--- src/rtl/serial_ripple_subtractor.sv ---
// -----------------------------------------------------------------------------
// serial_ripple_subtractor
//
// Bit-serial subtractor: D = A - B - Bin, one bit per clock, LSB first, with a
// single borrow flip-flop. Operands enter through a valid/ready port and the
// result leaves through a valid/ready port. The operand format matches the
// combinational ripple-carry adder (A, B, 1-bit carry/borrow-in).
//
// Optional feature: define SUB_OVF_EN to add the signed-overflow output ovf.
//
// Ports
//   clk        rising-edge clock
//   rst_n      asynchronous reset, active-low
//   in_valid   operands a, b, bin valid
//   in_ready   block can accept operands (high in IDLE)
//   a          minuend, WIDTH bits
//   b          subtrahend, WIDTH bits
//   bin        borrow-in
//   out_valid  d, bout valid (high in DONE)
//   out_ready  consumer accepts the result
//   d          difference, WIDTH bits
//   bout       borrow-out, 1 when A < B + Bin (unsigned)
//   busy       high in RUN or DONE
//   ovf        signed overflow (only with SUB_OVF_EN)
// -----------------------------------------------------------------------------
module serial_ripple_subtractor #(
   parameter int WIDTH = 4
) (
   input  logic             clk,
   input  logic             rst_n,
   input  logic             in_valid,
   output logic             in_ready,
   input  logic [WIDTH-1:0] a,
   input  logic [WIDTH-1:0] b,
   input  logic             bin,
   output logic             out_valid,
   input  logic             out_ready,
   output logic [WIDTH-1:0] d,
   output logic             bout,
`ifdef SUB_OVF_EN
   output logic             ovf,
`endif
   output logic             busy
);

   localparam int            CW   = $clog2(WIDTH) + 1;
   localparam logic [CW-1:0] LAST = CW'(WIDTH - 1);

   typedef enum logic [1:0] {
      S_IDLE,
      S_RUN,
      S_DONE
   } state_t;

   state_t           state_q, state_d;
   logic [CW-1:0]    cnt_q,   cnt_d;
   logic             br_q,    br_d;
   logic [WIDTH-1:0] a_q,     a_d;
   logic [WIDTH-1:0] b_q,     b_d;
   logic [WIDTH-1:0] res_q,   res_d;
   logic             bout_q,  bout_d;
`ifdef SUB_OVF_EN
   logic             ovf_q,   ovf_d;
`endif

   // One full-subtractor cell. The operand registers shift right each RUN
   // cycle, so the bit being processed is always at position 0.
   logic diff_bit;
   logic br_next;

   assign diff_bit = a_q[0] ^ b_q[0] ^ br_q;
   assign br_next  = (~a_q[0] & b_q[0]) | (~(a_q[0] ^ b_q[0]) & br_q);

   always_comb begin
      // NOTE: every signal gets its hold value first so no path through the
      // case statement leaves one unassigned, which would infer a latch.
      state_d = state_q;
      cnt_d   = cnt_q;
      br_d    = br_q;
      a_d     = a_q;
      b_d     = b_q;
      res_d   = res_q;
      bout_d  = bout_q;
`ifdef SUB_OVF_EN
      ovf_d   = ovf_q;
`endif

      unique case (state_q)
         S_IDLE: begin
            if (in_valid) begin
               a_d     = a;
               b_d     = b;
               br_d    = bin;
               cnt_d   = '0;
               res_d   = '0;
               bout_d  = 1'b0;
`ifdef SUB_OVF_EN
               ovf_d   = 1'b0;
`endif
               state_d = S_RUN;
            end
         end

         S_RUN: begin
            // New bit enters at the MSB; after WIDTH shifts bit 0 sits in d[0].
            res_d = {diff_bit, res_q[WIDTH-1:1]};
            a_d   = a_q >> 1;
            b_d   = b_q >> 1;
            br_d  = br_next;
            cnt_d = cnt_q + 1'b1;
            if (cnt_q == LAST) begin
               bout_d  = br_next;
`ifdef SUB_OVF_EN
               // a_q[0]/b_q[0] are the original sign bits on this last edge,
               // and diff_bit is the result sign bit.
               ovf_d   = (a_q[0] ^ b_q[0]) & (diff_bit ^ a_q[0]);
`endif
               state_d = S_DONE;
            end
         end

         S_DONE: begin
            if (out_ready) begin
               state_d = S_IDLE;
            end
         end

         default: state_d = S_IDLE;
      endcase
   end

   always_ff @(posedge clk or negedge rst_n) begin
      if (!rst_n) begin
         state_q <= S_IDLE;
         cnt_q   <= '0;
         br_q    <= 1'b0;
         a_q     <= '0;
         b_q     <= '0;
         res_q   <= '0;
         bout_q  <= 1'b0;
`ifdef SUB_OVF_EN
         ovf_q   <= 1'b0;
`endif
      end else begin
         // NOTE: non-blocking assignments so every register samples the
         // pre-edge values, independent of statement order.
         state_q <= state_d;
         cnt_q   <= cnt_d;
         br_q    <= br_d;
         a_q     <= a_d;
         b_q     <= b_d;
         res_q   <= res_d;
         bout_q  <= bout_d;
`ifdef SUB_OVF_EN
         ovf_q   <= ovf_d;
`endif
      end
   end

   assign in_ready  = (state_q == S_IDLE);
   assign out_valid = (state_q == S_DONE);
   assign busy      = (state_q != S_IDLE);
   assign d         = res_q;
   assign bout      = bout_q;
`ifdef SUB_OVF_EN
   assign ovf       = ovf_q;
`endif

endmodule

--- config.mk ---
export PLATFORM = sky130hd
export DESIGN_NAME = serial_ripple_subtractor
export DESIGN_NICKNAME = d
export VERILOG_FILES = /design/src/rtl/serial_ripple_subtractor.sv
export SDC_FILE = /design/constraint.sdc
export NUM_CORES = 1
export LEC_CHECK = 0
export ABC_CLOCK_PERIOD_IN_PS = 1350
export CORE_UTILIZATION = 46
export CTS_BUF_LIST = sky130_fd_sc_hd__clkbuf_4 sky130_fd_sc_hd__clkbuf_8
export DETAILED_ROUTE_END_ITERATION = 12
export PLACE_DENSITY = 0.85
export SLEW_MARGIN = 20
export SYNTH_ARGS = -nofsm -noshare
export SYNTH_HDL_FRONTEND = slang
export SYNTH_SLANG_ARGS = --single-unit
--- constraint.sdc ---
create_clock -name clk -period 1.35 [get_ports clk]
set_input_delay 0.2025 -clock clk [delete_from_list [all_inputs] [get_ports clk]]
set_output_delay 0.2025 -clock clk [all_outputs]
set_load 0.01 [all_outputs]
After elaboration in Yosys (flattened, before gate mapping). Cells that the tools add are included.

Add/subtract/negate cells: 1. Bitwise logic cells: 7. Reduce and logical (&&, ||, !) cells: 6. Eq/ne operators: 6. Muxes and demuxes: 17.

Operators by type and width (number): 4-bit case mux with 2 select lines (3); 4-bit two-way mux (3); 2-bit two-way mux (3); 2-bit case mux with 3 select lines (1); 3-bit case mux with 2 select lines (1); 3-bit AND reduction (2); 2-bit != test, second input constant (2); 1-bit case mux with 2 select lines (2); 2-bit nonzero test (2); 3-bit by 1-bit adder with 3-bit output, second input constant (1); 3-bit by 2-bit equality test with 1-bit output, second input constant (1); 1-bit two-way mux (3); 3-bit two-way mux (1); 1-bit AND (2); 2-bit by 1-bit equality test with 1-bit output, second input constant (1); 2-bit equality test, second input constant (1); 2-bit logical NOT (1); 2-bit by 1-bit != test with 1-bit output, second input constant (1); 1-bit inverter (2); 2-bit AND reduction (1); 1-bit bitwise XOR (2); 1-bit bitwise OR (1).

Output and inout bits: 8. Bits of input ports: 13. Logic and storage cells: 44. Register bits after elaboration: 19.

Longest topological paths before layout. Gate-level depths: netlist (run 1).

Depth after elaboration: 6. Mapped depth: 4. Depth with buffers taken out: 4.

Worst setup path before layout (run 1). Ideal clock, no wire load.

Path type: register -> register. Start: register cnt_q[0]. End: register bout_q (netlist: bout). Cell stages (with the launch flop): 5. Buffers on the path: 0. Clock period less this slack: 1279 ps. Library setup time: 126 ps. Setup slack: 71 ps. Required time: 1224 ps. Arrival: 1153 ps. Path through: dfrtp_1 > ha_1 > ha_1 > nor2b_1 > a221o_1.

Word-level cells in the longest chain between the ends: 3.

Ends and longest elaborated chain: start, declared (RTL line 56) `logic [CW-1:0] cnt_q, cnt_d;`; start signal, assigned (RTL line 148) `cnt_q <= cnt_d;`; 3-bit by 2-bit equality test with 1-bit output (RTL line 111) `if (cnt_q == LAST) begin`; 2-bit != test (no source line); 3-bit AND reduction (no source line); end signal, assigned (RTL line 153) `bout_q <= bout_d;`; end, declared (RTL line 61) `logic bout_q, bout_d;`.

No other way between the ends. A chain may end at the register's enable or synchronous reset.

Worst setup path in the final report (run 1).
Start: register state_q[0]. End: register a_q[1].

Word-level cells in the longest chain between the ends: 3. Elaborated cells on any way between the ends: 6. Classes of those cells: 2 x eq/ne; 1 x mux; 3 x reduce/logical.

Ends and longest elaborated chain: start, declared (RTL line 55) `state_t state_q, state_d;`; start signal, assigned (RTL line 147) `state_q <= state_d;`; 2-bit by 1-bit equality test with 1-bit output / 2-bit logical NOT (equally long branches) (RTL line 88) `unique case (state_q)`; 2-bit nonzero test (no source line) / 2-bit != test (equally long branches); 2-bit AND reduction (no source line); end signal, assigned (RTL line 137) `a_q <= '0;`; end signal, assigned (RTL line 150) `a_q <= a_d;`; end, declared (RTL line 58) `logic [WIDTH-1:0] a_q, a_d;`.

Parallel ways exist; a longest one is shown, timed or not.

==> summary.txt, run 1 <==
Synthesis
  – Flops & latches, synth: 19
  – Post-Synthesis Net Count: 92
  – Register area share after synthesis: 51.4%
  – Post-synthesis cell count: 76
  – Synth cell types: 24
  – Syn avg cell area: 12.2 um^2
  – Mapped Area: 925 um^2
  – Yosys warning count: 0

Timing
  – Final setup violation count: 3
  – Min cycle time layout: 1.38 ns
  – Setup Skew: 0.00270 ns
  – Hold slack: 0.225 ns
  – Worst Slack Setup Final: -0.0279 ns
  – Slew HR: 78.4%
  – Fin. max-slew vios: 0
  – Final worst-path cycle share: 102%
  – Fmax: 726 MHz
  – Worst-margin pin slew: 0.325 ns
  – RSZ-0062 raised after global routing: yes
  – Endpoints failing hold: 0

Floorplan
  – Core Region: 1800 um^2
  – IO Count: 21
  – Die height: 46.8 um
  – Die area: 2190 um^2
  – Row Count: 15
  – Initial core utilization: 51.3%
  – DIE WIDTH: 46.8 um

Power and ir drop
  – Total power draw: 3.00 mW
  – Power share of the clock group: 10.1%
  – Sw Ratio: 34.8%
  – PwrDens: 2220 nW/um^2
  – P_int: 1.96 mW
  – Logic pwr share: 57.3%
  – Max IR drop VDD: 0.00113 V
  – Net Sw Power: 1.05 mW
  – Sequential share of power: 32.6%
  – Leak Pwr: 0.648 nW

Place
  – PortBufs: 20
  – Final GP Congestion: 0.821
  – Detailed Place HPWL: 1.39 mm
  – Pre-CTS setup slack: -0.0811 ns

CTS
  – Skew-Pair Late Insertion Delay: 0.29 ns
  – CTS clk-pin slew, worst paths: 0.10 ns
  – CTS HTree Levels: 1
  – TritonCTS clock tree: yes
  – CTS Sinks: 19
  – Maximum clock path buffer count: 2
  – CTS Root Cell: clkbuf_4
  – Total CTS buffers: 3

Route
  – Antenna-violating nets left: 0
  – Vias per inst: 5.44
  – Vias post-DR: 772
  – Initial DRC count: 20
  – # DRC: 0
  – Routed WL per cell: 13.9 um
  – 1st-pass router iterations: 6
  – Final wirelength: 1.98 mm

Finish
  – Fill count: 142
  – Multi-input logic area: 423 um^2
  – Layout area overhead: 46.3%
  – Sequential cell area: 475 um^2
  – Proportion of layout cells with a drive suffix above 1: 33.3%
  – Ant diodes: 0
  – Layout Nets: 134
  – Util after Layout: 75.1%

Global routing
  – Total gr overflow: 0
  – Largest net degree at the start of global routing: 20
  – Vias in the first global route: 702
  – All-Layer GR Usage: 19.0%
  – First-pass GRT wire length: 2.94 mm
  – Initial antenna violation count: 0

Outcome
  – Failing checks: setup timing
  – Status: finished with violations

Critical path
  – Startpoint Class: flop
  – CP Data Required Time: 1.55 ns
  – Slowest-stage cell, CP: or4b_4
  – Worst-path maximum fanout: 7
  – Crit-path cells: buf_6 > buf_6 > or4b_4 > o221a_4
  – Arrival time at the worst endpoint: 1.57 ns
  – Worst path most repeated cell: buf_6
  – Worst setup EP type: flop
  – WS Path Type: flop to flop
  – CP peak stage delay: 0.47 ns

Job
  – MaxCap Viol Count: 0

Worst hold path
  – Worst hold path class: input pin to asynchronous set/reset pin
[what timing repair did]
| item | in CTS | in global routing |
|---|---|---|
| resized for setup | 21 | 9 |
| buffers inserted | 7 | 3 |
| pin swaps | 4 | 6 |
| hold buffers | 0 | 0 |
| endpoints found under the setup margin | 12 | 16 |
[synth_stat cells]
library cell / instances / area, um^2
o22ai_1: 1 / 6.26
fa_1: 1 / 20.0
a21oi_1: 1 / 5.00
mux2i_1: 1 / 10.0
ha_1: 2 / 25.0
buf_6: 2 / 22.5
nor2b_1: 7 / 43.8
a22o_1: 6 / 52.6
dfrtp_1: 19 / 475
or2_1: 1 / 6.26
a221o_1: 1 / 10.0
o21ba_2: 1 / 10.0
nand2_1: 2 / 7.51
a222oi_1: 4 / 40.0
nand2b_1: 3 / 18.8
nor2_1: 1 / 3.75
buf_2: 2 / 10.0
nand3b_1: 2 / 15.0
o221ai_1: 2 / 17.5
and3b_1: 1 / 8.76
or4b_1: 3 / 30.0
o21bai_4: 1 / 18.8
inv_1: 9 / 33.8
o221a_2: 3 / 33.8
[worst max-delay path, delay by kind of cell, from the launching register on]
| family | cells | cell delay (ns) |
|---|---|---|
| AOI/OAI and AO/OA | 1 | 0.12 |
| buffers and inverters | 2 | 0.26 |
| DFF | 1 | 0.42 |
| and+or+nand+nor | 1 | 0.47 |
[power by group through the flow]
stage | sequential [mW] | combinational (mW) | clock (mW)
3_3_place_gp | 0.987 | 1.44 | 0
6_report | 0.978 | 1.72 | 0.305
3_5_place_dp | 0.996 | 1.49 | 0
4_1_cts | 0.973 | 1.55 | 0.308
2_1_floorplan | 0.985 | 0.864 | 0
5_1_grt | 1.01 | 1.85 | 0.342
[per-stage QoR]
stage	TNS [ns]	instance area, um^2	instances
floorplan	0	925	76
global placement	-0.516	1230	130
detailed placement	-0.839	1230	130
CTS	-0.0471	1310	139
global route	-0.267	1350	142
finish	-0.0588	1350	142
[final cells by class]
class	instances	area share [%]
tap	25	2.31
multi-input combinational	44	31.3
clock buffer	4	2.22
inverter	9	2.50
timing repair buffer	41	26.5
sequential	19	35.2
[logic make-up after synthesis]
| kind of cell | share of synthesized area, % |
|---|---|
| AOI/OAI and AO/OA | 21.0 |
| DFF | 51.4 |
| adders and majority gates | 4.87 |
| and+or+nand+nor | 14.5 |
| buffers and inverters | 7.17 |
| muxes | 1.08 |
[layout by cell type (no fill, tap or decap), types with 2 or more instances in the layout]
master	count
dfrtp_1	19
nand2b_1	3
dlygate4sd2_1	5
a222oi_1	4
clkdlybuf4s50_1	12
nor2b_1	5
a22o_1	6
inv_1	9
clkbuf_2	2
or4b_1	2
clkbuf_4	4
nand3b_1	2
o221ai_1	2
o221a_2	2
buf_4	15
nand2_1	2
buf_6	6
[path summary, 6_finish.rpt]
| check | slack, ns | start | endpoint | cells after the start |
|---|---|---|---|---|
| setup reg to reg | -0.03 | state_q[0]$_DFFE_PN0P_ | a_q[1]$_DFFE_PN0P_ | 4 |
| hold / removal | 0.22 | rst_n | a_q[1]$_DFFE_PN0P_ | 2 |
| min in group clk | 0.50 | out_ready | state_q[1]$_DFFE_PN0P_ | 3 |
| max in group asynchronous | 0.92 | rst_n | b_q[2]$_DFFE_PN0P_ | 2 |
| hold reg to reg | 0.52 | d[0]$_DFFE_PN0P_ | d[0]$_DFFE_PN0P_ | 1 |
| setup / recovery | -0.03 | state_q[0]$_DFFE_PN0P_ | a_q[1]$_DFFE_PN0P_ | 4 |
[routing by layer]
layer	vias to the layer above	global-route usage [%]	part of all wire (%)
met1	367	23.4	44
met3	7	3.85	4.5
met4	0	6.86	1.5
met2	33	32.8	50
met5	-	0	0
li1	365	-	-
[state kept, by name, summed over array words and instances (netlist names)]
signal and cells:
a_q 4, b_q 4, bout 1, br_q 1, cnt_q 3, d 4
state_q 2
(Power assumes the default switching activity.)
==> run 2, diff against run 1 <==
CORE_ASPECT_RATIO = 1.4   (was default)
HOLD_SLACK_MARGIN = 0.12   (was default)
==> run 2 against run 1 <==
The flow still finishes with violations (setup timing); combinational power increased by 8%; global-route usage increased by 6.1 points; clock power about the same; final area increased by 2.5%; first-iteration DRC count increased by 35%; core utilization increased by 0.93 points.
==> summary.txt, run 2 (synthesis results as in run 1) <==
Finish
  – Sequential cell area: 477 um^2
  – Ant diodes: 0
  – Layout area overhead: 49.9%
  – Fin area: 1390 um^2
  – Proportion of layout cells with a drive suffix above 1: 36.4%
  – Commonest cells after routing, fill and taps aside: 18 x dfrtp_1, 17 x buf_4, 12 x clkdlybuf4s50_1
  – Non-filler instance count after layout: 141
  – Commonest non-fill, non-tap cell in the layout: dfrtp_1
  – Fill count: 121
  – Multi-input logic area: 432 um^2
  – Layout Nets: 138

Critical path
  – CP Data Required Time: 1.15 ns
  – Worst setup EP type: output port
  – Slowest-stage cell, CP: dfrtp_1
  – Startpoint Class: flop
  – WS Path Type: flop to output port
  – CP peak stage delay: 0.44 ns
  – Crit-path cells: buf_4 > nor2b_4 > buf_6
  – Arrival time at the worst endpoint: 1.18 ns
  – Worst-path maximum fanout: 4

Timing
  – Setup Skew: 0.00335 ns
  – Fin. max-slew vios: 0
  – Fmax: 722 MHz
  – Min cycle time layout: 1.39 ns
  – RSZ-0062 raised after global routing: yes
  – Worst Slack Setup Final: -0.0352 ns
  – Final worst-path cycle share: 103%
  – Slew HR: 80.8%
  – Worst-margin pin slew: 0.289 ns
  – Final setup violation count: 7
  – Endpoints failing hold: 0

Global routing
  – All-Layer GR Usage: 25.1%
  – Vias in the first global route: 784
  – Met3 usage: 5.60%
  – First-pass GRT wire length: 3.54 mm
  – Total gr overflow: 0
  – Grt met1 use: 26.3%
  – Largest net degree at the start of global routing: 20
  – Initial antenna violation count: 0
  – Met2 Track Usage GR: 43.8%
  – Gr busiest metal: met2

Floorplan
  – DIE WIDTH: 39.9 um
  – Initial core utilization: 50.7%
  – Die height: 55.0 um
  – Row Count: 18
  – Core Region: 1820 um^2
  – Die area: 2200 um^2
  – IO Count: 21

Route
  – 1st-pass router iterations: 4
  – Final wirelength: 2.47 mm
  – Vias per inst: 5.76
  – Vias post-DR: 812
  – # DRC: 0
  – Antenna-violating nets left: 0
  – Initial DRC count: 27
  – Routed WL per cell: 17.5 um

CTS
  – TritonCTS clock tree: yes
  – Total CTS buffers: 3
  – CTS Root Cell: clkbuf_4
  – CTS clk-pin slew, worst paths: 0.11 ns
  – CTS Sinks: 19
  – Hold-fix buffers, CTS: 0
  – CTS HTree Levels: 1
  – Maximum clock path buffer count: 2
  – Skew-Pair Late Insertion Delay: 0.32 ns

Power and ir drop
  – Power share of the clock group: 9.6%
  – P_int: 2.00 mW
  – Sw Ratio: 36.6%
  – Logic pwr share: 59.1%
  – PwrDens: 2270 nW/um^2
  – Max IR drop VDD: 0.00126 V
  – Leak Pwr: 0.662 nW
  – Net Sw Power: 1.15 mW
  – Sequential share of power: 31.3%

Place
  – Final GP Congestion: 0.762
  – DP Cell Count: 126
  – Placed Area: 1220 um^2
  – PortBufs: 20
  – Detailed Place HPWL: 1.51 mm

Job
  – MaxCap Viol Count: 0

Outcome
  – Status: finished with violations
  – Failing checks: setup timing

Worst hold path
  – Worst hold path class: input pin to asynchronous set/reset pin
[run 2: changes by cell type in the layout (fill, tap and decap cells not counted), sizes merged]
cell / change
buf: +5
clkbuf: -3
clkinv: +1
nor2b: +1
[run 2: critical path, delay by kind of cell, from the launching register on]
family / cells / cell delay (ns)
flip-flops: 1 / 0.44
buffers and inverters: 2 / 0.26
AND/OR/NAND/NOR: 1 / 0.17
[run 2: area by class of cell]
class                           count  share of cell area (%)
Sequential cell                    19                    34.4
Inverter                            9                    2.44
Clock inverter                      1                   0.361
Timing Repair Buffer               44                    28.2
Tap cell                           20                    1.81
Clock buffer                        3                    1.62
Multi-Input combinational cell     45                    31.1
[run 2: final timing paths]
kind                                        start                      to  slack, ns  depth (start not counted)
hold reg to reg              cnt_q[1]$_DFFE_PN0P_    cnt_q[1]$_DFFE_PN0P_       0.53                          1
min in group clk                             b[0]      b_q[0]$_DFFE_PN0P_       0.51                          3
hold / removal                              rst_n      a_q[0]$_DFFE_PN0P_       0.20                          2
max in group asynchronous                   rst_n  state_q[0]$_DFFE_PN0P_       0.94                          2
setup reg to reg           state_q[1]$_DFFE_PN0P_      a_q[0]$_DFFE_PN0P_      -0.02                          3
setup / recovery           state_q[1]$_DFFE_PN0P_               out_valid      -0.04                          3
[run 2: through the flow]
| step | utilization [%] | hold slack, ns | power [mW] | setup slack, ns | setup TNS, ns |
|---|---|---|---|---|---|
| after floorplan | - | -0.0931 | 1.85 | 0.0713 | 0 |
| after global placement | 67.0 | 0.482 | 2.37 | -0.0921 | -1.03 |
| after detailed placement | 67.0 | 0.505 | 2.46 | -0.206 | -1.98 |
| after CTS | 70.6 | 0.213 | 2.83 | -0.0258 | -0.0563 |
| after global routing | 76.0 | 0.240 | 3.34 | -0.0660 | -0.736 |
| final | 76.0 | 0.200 | 3.15 | -0.0352 | -0.110 |
[run 2: power by group through the flow]
stage | sequential (mW) | combinational, mW | clock, mW
CTS | 0.973 | 1.56 | 0.300
finish | 0.986 | 1.86 | 0.304
detailed placement | 0.996 | 1.47 | 0
floorplan | 0.985 | 0.864 | 0
global placement | 0.982 | 1.39 | 0
global route | 1.02 | 2.00 | 0.323
[run 2: timing repair]
| item | CTS | global route |
|---|---|---|
| gates cloned | 0 | 1 |
| setup buffers | 5 | 5 |
| gates resized for setup | 24 | 12 |
| pin swaps | 7 | 4 |
| endpoints found under the setup margin | 20 | 17 |
| endpoints found under the hold margin | 0 | 0 |
[run 2: routing by layer]
| layer | vias to the layer above | routed length (um) |
|---|---|---|
| met5 | - | 0 |
| met4 | 0 | 97 |
| met3 | 9 | 92 |
| met2 | 32 | 1370 |
| met1 | 399 | 904 |
| li1 | 372 | - |
==> run 3, diff against run 2 <==
CAP_MARGIN = 20   (was default)
==> results of run 3 <==
No change in the layout: final DEF, timing and power equal those of run 2.
